==> config.mk <==
export PLATFORM = sky130hd
export DESIGN_NAME = image_read_seq
export DESIGN_NICKNAME = d
export VERILOG_FILES = /design/src/rtl/image_read_seq.sv
export SDC_FILE = /design/constraint.sdc
export NUM_CORES = 1
export LEC_CHECK = 0
export BUFFER_PORTS_ARGS = -buffer_cell sky130_fd_sc_hd__buf_2
export CAP_MARGIN = 20
export CORE_AREA = 2 2 125 127
export CTS_BUF_LIST = sky130_fd_sc_hd__clkbuf_8 sky130_fd_sc_hd__clkbuf_16
export DETAILED_ROUTE_END_ITERATION = 7
export DIE_AREA = 0 0 127 129
export GPL_ROUTABILITY_DRIVEN = 0
export PLACE_DENSITY = 0.88
export SETUP_SLACK_MARGIN = 0.3
export SLEW_MARGIN = 10
export SYNTH_ARGS = -nofsm -noshare
export SYNTH_HDL_FRONTEND = slang
export SYNTH_SLANG_ARGS = --single-unit
==> constraint.sdc <==
create_clock -name clk -period 6.6 [get_ports clk]
set_input_delay 1.65 -clock clk [delete_from_list [all_inputs] [get_ports clk]]
set_output_delay 1.65 -clock clk [all_outputs]
set_load 0.02 [all_outputs]
==> src/rtl/image_read_seq.sv <==
// image_read_seq: per-layer sequencer for an image_read block.
// Accepts a layer descriptor, writes its four config words to image_read,
// then issues one 'next' pulse per image pass, waiting for each pass to end
// with an image_last handshake before issuing the next one. Every output is
// registered: the output registers are loaded from the next-state view, so
// an output becomes visible in the same cycle as the state that owns it.
module image_read_seq #(
    parameter int CFG_DWIDTH  = 32,
    parameter int CFG_AWIDTH  = 5,
    parameter int ADDR_IMG_W  = 1,
    parameter int ADDR_IMG_DH = 2,
    parameter int ADDR_PAD    = 3,
    parameter int ADDR_CONV   = 4,
    parameter int PASS_WIDTH  = 16
) (
    input  logic                    clk,
    input  logic                    rst,
    // Layer command: {conv, pad, img_dh, img_w}, img_w in the LSBs.
    input  logic [4*CFG_DWIDTH-1:0] cmd_data,
    input  logic [PASS_WIDTH-1:0]   cmd_passes,
    input  logic                    cmd_val,
    output logic                    cmd_rdy,
    // Config write port towards image_read.
    output logic [CFG_DWIDTH-1:0]   cfg_data,
    output logic [CFG_AWIDTH-1:0]   cfg_addr,
    output logic                    cfg_valid,
    // Pass control and monitored image_read output handshake.
    output logic                    next,
    input  logic                    image_last,
    input  logic                    image_val,
    input  logic                    image_rdy,
    // Status.
    output logic                    busy,
    output logic                    done
);

    typedef enum logic [2:0] {
        S_IDLE,
        S_CFG,
        S_ISSUE,
        S_WAIT,
        S_DONE
    } state_t;

    // ------------------------------------------------------------------
    // State and registers
    // ------------------------------------------------------------------
    state_t                  state_q,     state_d;
    logic [1:0]              cfg_idx_q,   cfg_idx_d;
    logic [PASS_WIDTH-1:0]   pass_cnt_q,  pass_cnt_d;
    logic [4*CFG_DWIDTH-1:0] desc_q,      desc_d;
    logic [PASS_WIDTH-1:0]   passes_q,    passes_d;

    logic                    cmd_rdy_q,   cmd_rdy_d;
    logic                    busy_q,      busy_d;
    logic                    cfg_valid_q, cfg_valid_d;
    logic [CFG_DWIDTH-1:0]   cfg_data_q,  cfg_data_d;
    logic [CFG_AWIDTH-1:0]   cfg_addr_q,  cfg_addr_d;
    logic                    next_q,      next_d;
    logic                    done_q,      done_d;

    // A pass ends only on a complete last-beat handshake.
    logic pass_end;
    assign pass_end = image_val && image_rdy && image_last;

    // Config address for write slot 0..3 (img_w, img_dh, pad, conv).
    function automatic logic [CFG_AWIDTH-1:0] slot_addr(input logic [1:0] idx);
        logic [CFG_AWIDTH-1:0] addr;
        case (idx)
            2'd0:    addr = CFG_AWIDTH'(ADDR_IMG_W);
            2'd1:    addr = CFG_AWIDTH'(ADDR_IMG_DH);
            2'd2:    addr = CFG_AWIDTH'(ADDR_PAD);
            default: addr = CFG_AWIDTH'(ADDR_CONV);
        endcase
        return addr;
    endfunction

    // Config word for write slot 0..3, taken from the descriptor LSBs up.
    function automatic logic [CFG_DWIDTH-1:0] slot_data(input logic [1:0]              idx,
                                                        input logic [4*CFG_DWIDTH-1:0] desc);
        logic [CFG_DWIDTH-1:0] word;
        case (idx)
            2'd0:    word = desc[0*CFG_DWIDTH +: CFG_DWIDTH];
            2'd1:    word = desc[1*CFG_DWIDTH +: CFG_DWIDTH];
            2'd2:    word = desc[2*CFG_DWIDTH +: CFG_DWIDTH];
            default: word = desc[3*CFG_DWIDTH +: CFG_DWIDTH];
        endcase
        return word;
    endfunction

    // Next-state, counters and next values of the registered outputs.
    always_comb begin
        // NOTE: every signal gets a default before the case so no path can
        // leave it unassigned; a missing default here infers a latch.
        state_d     = state_q;
        cfg_idx_d   = cfg_idx_q;
        pass_cnt_d  = pass_cnt_q;
        desc_d      = desc_q;
        passes_d    = passes_q;
        cfg_valid_d = 1'b0;
        next_d      = 1'b0;
        done_d      = 1'b0;

        case (state_q)
            S_IDLE: begin
                if (cmd_val && cmd_rdy_q) begin
                    desc_d      = cmd_data;
                    passes_d    = cmd_passes;
                    pass_cnt_d  = '0;
                    cfg_idx_d   = 2'd0;
                    cfg_valid_d = 1'b1;
                    state_d     = S_CFG;
                end
            end

            S_CFG: begin
                if (cfg_idx_q == 2'd3) begin
                    // Last config word is on the bus this cycle.
                    if (passes_q != '0) begin
                        next_d  = 1'b1;
                        state_d = S_ISSUE;
                    end else begin
                        done_d  = 1'b1;
                        state_d = S_DONE;
                    end
                end else begin
                    cfg_idx_d   = cfg_idx_q + 2'd1;
                    cfg_valid_d = 1'b1;
                end
            end

            S_ISSUE: begin
                // 'next' is visible this cycle; the pass is now running.
                state_d = S_WAIT;
            end

            S_WAIT: begin
                if (pass_end) begin
                    pass_cnt_d = pass_cnt_q + 1'b1;
                    if (pass_cnt_d == passes_q) begin
                        done_d  = 1'b1;
                        state_d = S_DONE;
                    end else begin
                        next_d  = 1'b1;
                        state_d = S_ISSUE;
                    end
                end
            end

            S_DONE: begin
                state_d = S_IDLE;
            end

            default: begin
                state_d = S_IDLE;
            end
        endcase

        cmd_rdy_d  = (state_d == S_IDLE);
        busy_d     = (state_d != S_IDLE);
        // Config bus is forced to zero whenever no write is presented.
        cfg_addr_d = cfg_valid_d ? slot_addr(cfg_idx_d)         : '0;
        cfg_data_d = cfg_valid_d ? slot_data(cfg_idx_d, desc_d) : '0;
    end

    // State register with synchronous reset; abandons any layer in flight.
    always_ff @(posedge clk) begin
        // NOTE: sequential state is updated with non-blocking assignments so
        // every register samples the pre-edge values regardless of order.
        if (rst) begin
            state_q     <= S_IDLE;
            cfg_idx_q   <= 2'd0;
            pass_cnt_q  <= '0;
            desc_q      <= '0;
            passes_q    <= '0;
            cmd_rdy_q   <= 1'b1;
            busy_q      <= 1'b0;
            cfg_valid_q <= 1'b0;
            cfg_data_q  <= '0;
            cfg_addr_q  <= '0;
            next_q      <= 1'b0;
            done_q      <= 1'b0;
        end else begin
            state_q     <= state_d;
            cfg_idx_q   <= cfg_idx_d;
            pass_cnt_q  <= pass_cnt_d;
            desc_q      <= desc_d;
            passes_q    <= passes_d;
            cmd_rdy_q   <= cmd_rdy_d;
            busy_q      <= busy_d;
            cfg_valid_q <= cfg_valid_d;
            cfg_data_q  <= cfg_data_d;
            cfg_addr_q  <= cfg_addr_d;
            next_q      <= next_d;
            done_q      <= done_d;
        end
    end

    assign cmd_rdy   = cmd_rdy_q;
    assign busy      = busy_q;
    assign cfg_valid = cfg_valid_q;
    assign cfg_data  = cfg_data_q;
    assign cfg_addr  = cfg_addr_q;
    assign next      = next_q;
    assign done      = done_q;

endmodule

* Word-level counts from Yosys, hierarchy flattened
Index checks and enable logic that the tools add are counted.
** Word-level totals
- Latch bits :: 0
- Memory bits (read-only) :: 0
- Register bits after elaboration :: 207
- Input bits :: 150
- Output and inout bits :: 42
- RAM bits :: 0
- Memories kept :: 0
** Cells by class
- $lt $le $gt $ge :: 0
- $mul :: 0
- Shifts and indexed selects :: 0
- Reductions and logical operators :: 12
- Bitwise gates (word level) :: 1
- Add/subtract/negate cells :: 2
- Mux-type cells :: 29
- Equal/unequal tests :: 9
- Div/mod/pow operators :: 0
** Operators with widths (number)
- 128-bit two-way mux :: 2
- 32-bit one-hot mux with 3 select lines :: 1
- 16-bit two-way mux :: 2
- 16-bit one-hot mux with 2 select lines :: 1
- 16-bit by 1-bit adder with 16-bit output (second input constant) :: 1
- 16-bit equality test :: 1
- 16-bit nonzero test :: 1
- 3-bit two-way mux :: 5
- 3-bit one-hot mux with 4 select lines :: 1
- 1-bit two-way mux :: 10
- 3-bit one-hot mux with 3 select lines :: 1
- 3-bit by 2-bit equality test with 1-bit output (second input constant) :: 2
- 3-bit logical NOT :: 2
- 1-bit one-hot mux with 2 select lines :: 3
- 2-bit equality test (second input constant) :: 2
- 2-bit two-way mux :: 2
- 2-bit != test (second input constant) :: 2
- 2-bit one-hot mux with 2 select lines :: 1
- 3-bit by 1-bit equality test with 1-bit output (second input constant) :: 1
- 1-bit logical AND :: 3
- 3-bit AND reduction :: 1
- 3-bit nonzero test :: 1
- 2-bit by 1-bit adder with 2-bit output (second input constant) :: 1
- 2-bit by 1-bit equality test with 1-bit output (second input constant) :: 1
- other kinds (5) :: 5

* Longest topological paths before layout
- Depth in word-level cells :: 6
- Depth in mapped cells :: 13
- Gate-level depth less buffers :: 9

* Worst setup path after synthesis
No wires, ideal clock.
- Kind :: input port to flip-flop
- Start :: input port cmd_val
- End :: register cfg_data_q[10], in the netlist cfg_data[10]
- Stages :: 13
- Library setup time :: 137 ps
- Data required time :: 6463 ps
- Arrival :: 4073 ps
- Slack :: 2389 ps
- Cell sequence :: nand2_1 nor4_1 buf_2 buf_2 clkbuf_1 or2_2 inv_1 ha_1 clkbuf_1 clkbuf_1 a222oi_1 nor2b_1 a211oi_1
** On the way
- Cells in the longest elaborated chain, start to end :: 5
- Elaborated cells on any way between the ends :: 13
- Those cells by class :: eq/ne: 2; mux: 7; bitwise: 1; reduce/logical: 3
** RTL lines
- start: declaration :: line 21 : input logic cmd_val,
- 1-bit logical AND (*) :: line 106 : if (cmd_val && cmd_rdy_q) begin
- 2-bit two-way mux (*) :: line 106
- 2-bit one-hot mux with 2 select lines (*) :: line 104 : case (state_q)
- net cfg_idx_d[1] :: line 49 : logic [1:0] cfg_idx_q, cfg_idx_d;
- 2-bit equality test, or another cell as far along :: line 82 : case (idx)
- 32-bit one-hot mux with 3 select lines (*) :: line 82
- end signal: assignment :: line 192 : cfg_data_q <= cfg_data_d;
- end: declaration :: line 57 : logic [CFG_DWIDTH-1:0] cfg_data_q, cfg_data_d;
The timed path passes the listed nets; every way through them passes the cells marked *.
A chain may end at the register's enable or synchronous reset.

* Worst setup path after layout
- Start :: input port cmd_val
- End :: register cfg_data_q[8], in the netlist cfg_data[8]
** On the way
- Cells in the longest elaborated chain, start to end :: 5
- Elaborated cells on any way between the ends :: 13
- Those cells by class :: eq/ne: 2; mux: 7; bitwise: 1; reduce/logical: 3
** RTL lines (line)
- 1-bit logical AND (*) :: 106
- 2-bit two-way mux / 1-bit two-way mux (equally long branches) :: 106
- 2-bit one-hot mux with 2 select lines / 1-bit one-hot mux with 2 select lines (equally long branches) :: 104
- 2-bit equality test, or another cell as far along :: 82
- 32-bit one-hot mux with 3 select lines / 2-bit OR reduction (equally long branches)
Every way passes the cells marked *; elsewhere a longest branch is shown, timed or not.

==> flow_summary.ini <==
[run_status]
status = finished, final reports clean

[pwr]
vdd_ir_drop_max_uv = 184
p_leak_nw = 4.64
powerDensity_nw_per_um2 = 293

[synth]
syn-cell-area_um2 = 8570
syn_avg_cell_area_um2 = 7.97
synthTopCellsByArea = dfxtp_1, nand2_1, a21oi_1, mux2i_1, a222oi_1
yosys.area.top_type_share_pct = 47.9
async_flop_share_pct = 0
synthFlopType = dfxtp_1
synthMuxAreaShare_pct = 3.85
yosysWarnings = 0
synth_top_family_by_area = simple AND/OR/NAND/NOR gates
synth_edf_count = 0
postSynthCellCount = 1076
synth-simple-area-share_pct = 24.6
synth_cell_types = 43
seq_area_frac_synth_pct = 47.9
synth_compound_area_share_pct = 16.6
yosysTopAreaCell = dfxtp_1
synthAdderAreaFrac_pct = 0.730
synthXorXnorAreaFrac_pct = 2.15
yosys_register_bits = 205

[floorplan]
coreArea_um2 = 15000
row_count = 45
die_y_um = 129
dieArea_um2 = 16400
io_pins = 192
start_util_pct = 57.2
die_x_um = 127

[job]
drv_cap = 0

[critical_path]
r2r-end = cfg_data[8]
worstSetupEndpoint = cfg_data[8]
cp-end-kind = register
crit_arrival_ps = 3870
cpPeakStageDelay_ps = 700
cp-start-kind = primary input
cp_slowest_cell = or4_4
r2r_setup_slack_ps = 3850
cp.required_ps = 6940
worstPathCellList = buf_2, nand2_1, or4_4, buf_4, nand2_1, nand2_1, a222oi_1, nor2b_1, a211oi_1
reg2reg_depth = 7
r2r_start = state_q[2]
startpoint = cmd_val
path_class = primary input to register
path_max_fanout = 63
crit_path_frequent_cell = nand2_1

[cts]
cts-root-buf = clkbuf_16
numCtsBuffers = 22
h-tree-depth = 1
cts_sinks = 205
clk_latency_ps = 500
cts_tree = built
clkTransAtPathRegs_ps = 60
cts_resized = 0
ctsHoldBuffers = 0
cts_buffer_depth = 3
post-cts-setup-buffers = 0

[global_routing]
antenna_found_initial = 2
grt_pass1_vias = 7211
grt-ovfl-total = 0
grt_start_max_net_pins = 97
grt_util_all_layers_pct = 25.0
grt_pass1_wl_um = 34200

[drt]
drc = 0
drtIter0Drc = 799
num_vias = 8032
ant_nets = 0
wl_per_cell_um = 15.2
viasPerCell = 5.66
firstDrtPassIters = 6
wirelength_um = 21500

[place]
hpwl_um = 13600
dp.cells = 1378
port-buffer-count = 189

[timing]
slew_viol_final = 0
holdWs_ps = 460
rsz0062_at_grt = false
finalCritPeriodShare_pct = 53.5
tightest_slew_ps = 996
max_freq_ghz = 0.283
period_needed_ps = 3530
hold_viol = 0
slew_headroom_pct = 33.6
setup_viol = 0
fin_skew_ps = 12.8
finalSetupTns_ps = 0

[cells_and_area]
fin_cells = 1419
fillCellCount = 1218
area_delta_synth_final_pct = 19.5
drive_above_1_share_pct = 19.4
nets = 1369

[hold_path]
worstHoldPathType = register to register
## cell families (layout without fill, tap and decap cells)
kind of cell / Yosys count / in the layout
buffers and inverters: 89 / 241
other: 1 / 4
AND/OR/NAND/NOR: 497 / 497
AO/OA/AOI/OAI: 225 / 225
flip-flops: 205 / 205
multiplexers: 33 / 33
adder cells (fa/ha/maj): 5 / 5
XOR/XNOR: 21 / 21
## cell usage in the layout, fill, tap and decap left out, types with 3 or more instances in the layout
master / netlist / routed
a21oi_1: 131 / 131
nand2b_1: 3 / 3
or2_2: 4 / 4
xor2_1: 5 / 5
a222oi_1: 32 / 32
a211oi_1: 36 / 36
xnor2_1: 16 / 16
buf_4: 2 / 10
or3_1: 6 / 6
bufinv_16: 0 / 3
mux2i_1: 33 / 33
clkbuf_16: 0 / 22
nor2b_1: 32 / 32
dfxtp_1: 205 / 205
o21ai_0: 10 / 10
and3_1: 3 / 3
buf_2: 11 / 188
nand2_1: 334 / 334
nor3_1: 8 / 8
a32oi_1: 3 / 3
nor2_1: 63 / 63
ha_1: 5 / 4
nor4_1: 10 / 9
nand3_1: 16 / 16
a31oi_1: 3 / 3
and2_1: 3 / 3
inv_1: 4 / 11
nand4_1: 6 / 6
## stage by stage
stage	instance area [um^2]	power (mW)	setup WS [ps]	util [%]
after CTS	10200	3.02	3110	68.3
after global placement	9500	1.77	2700	63.4
after global routing	10200	3.13	2930	68.3
after floorplan	8570	1.66	2390	-
after detailed placement	9500	1.79	2630	63.4
final	10200	3.00	3070	68.4
## routing by layer
metal | routed length [um] | vias to the layer above | GRT usage [%] | part of all wire (%)
met3 | 1550 | 48 | 4.49 | 7.2
met5 | 13 | - | 0 | 0.060
met4 | 538 | 2 | 8.47 | 2.5
li1 | - | 3959 | - | -
met2 | 10100 | 326 | 42.9 | 47
met1 | 9270 | 3697 | 32.1 | 43
## cell type report
type | instances | area, um^2 | area share, %
Sequential cell | 205 | 4100 | 40.1
Inverter | 4 | 15.0 | 0.147
Antenna cell | 2 | 5.00 | 0.0489
Clock inverter | 15 | 159 | 1.55
Tap cell | 188 | 235 | 2.30
Timing Repair Buffer | 198 | 1020 | 9.92
Clock buffer | 24 | 578 | 5.65
Multi-Input combinational cell | 783 | 4130 | 40.3
## flip-flops by register name (all words and copies together) (netlist names)
register / cells
done: 1
next: 1
cfg_valid: 1
passes_q: 16
busy: 1
cfg_idx_q: 2
cfg_data: 32
desc_q: 128
cmd_rdy: 1
cfg_addr: 3
pass_cnt_q: 16
state_q: 3
## how the worst min path moves through the flow
stage / start / endpoint / slack (ps) / cells after the start
finish: desc_q[70] / desc_q[70] / 460 / 2
global route: desc_q[2] / desc_q[2] / 480 / 2
CTS: desc_q[33] / desc_q[33] / 460 / 2
detailed placement: desc_q[5] / desc_q[5] / 460 / 2
global placement: desc_q[69] / desc_q[69] / 450 / 2
floorplan: desc_q[0] / desc_q[0] / 440 / 2
## synthesized netlist by cell type, drive strengths merged, types with 3 or more instances
cell and n:
buf 21, ha 5, nand4 6, a211oi 36
nand2 334, nor2 63, or4 3, xnor2 16
dfxtp 205, nor2b 32, mux2i 33, o21ai 10
and3 3, inv 4, nand3 16, a31oi 3
and4 3, nand2b 3, clkbuf 64, or2 4
a32oi 3, and2 3, nor3 8, xor2 5
a21oi 131, a222oi 32, or3 6, nor4 11
## worst max-delay path, delay by kind of cell
kind	cells	cell delay, ps
compound gates	2	420
buf+inv	2	500
simple gates	5	1230
## power breakdown
group	total, mW	switching, mW	internal, mW
Sequential	1.34	0.0265	1.31
Clock	1.23	0.484	0.748
Combinational	0.425	0.263	0.161
(Power assumes the default switching activity.)
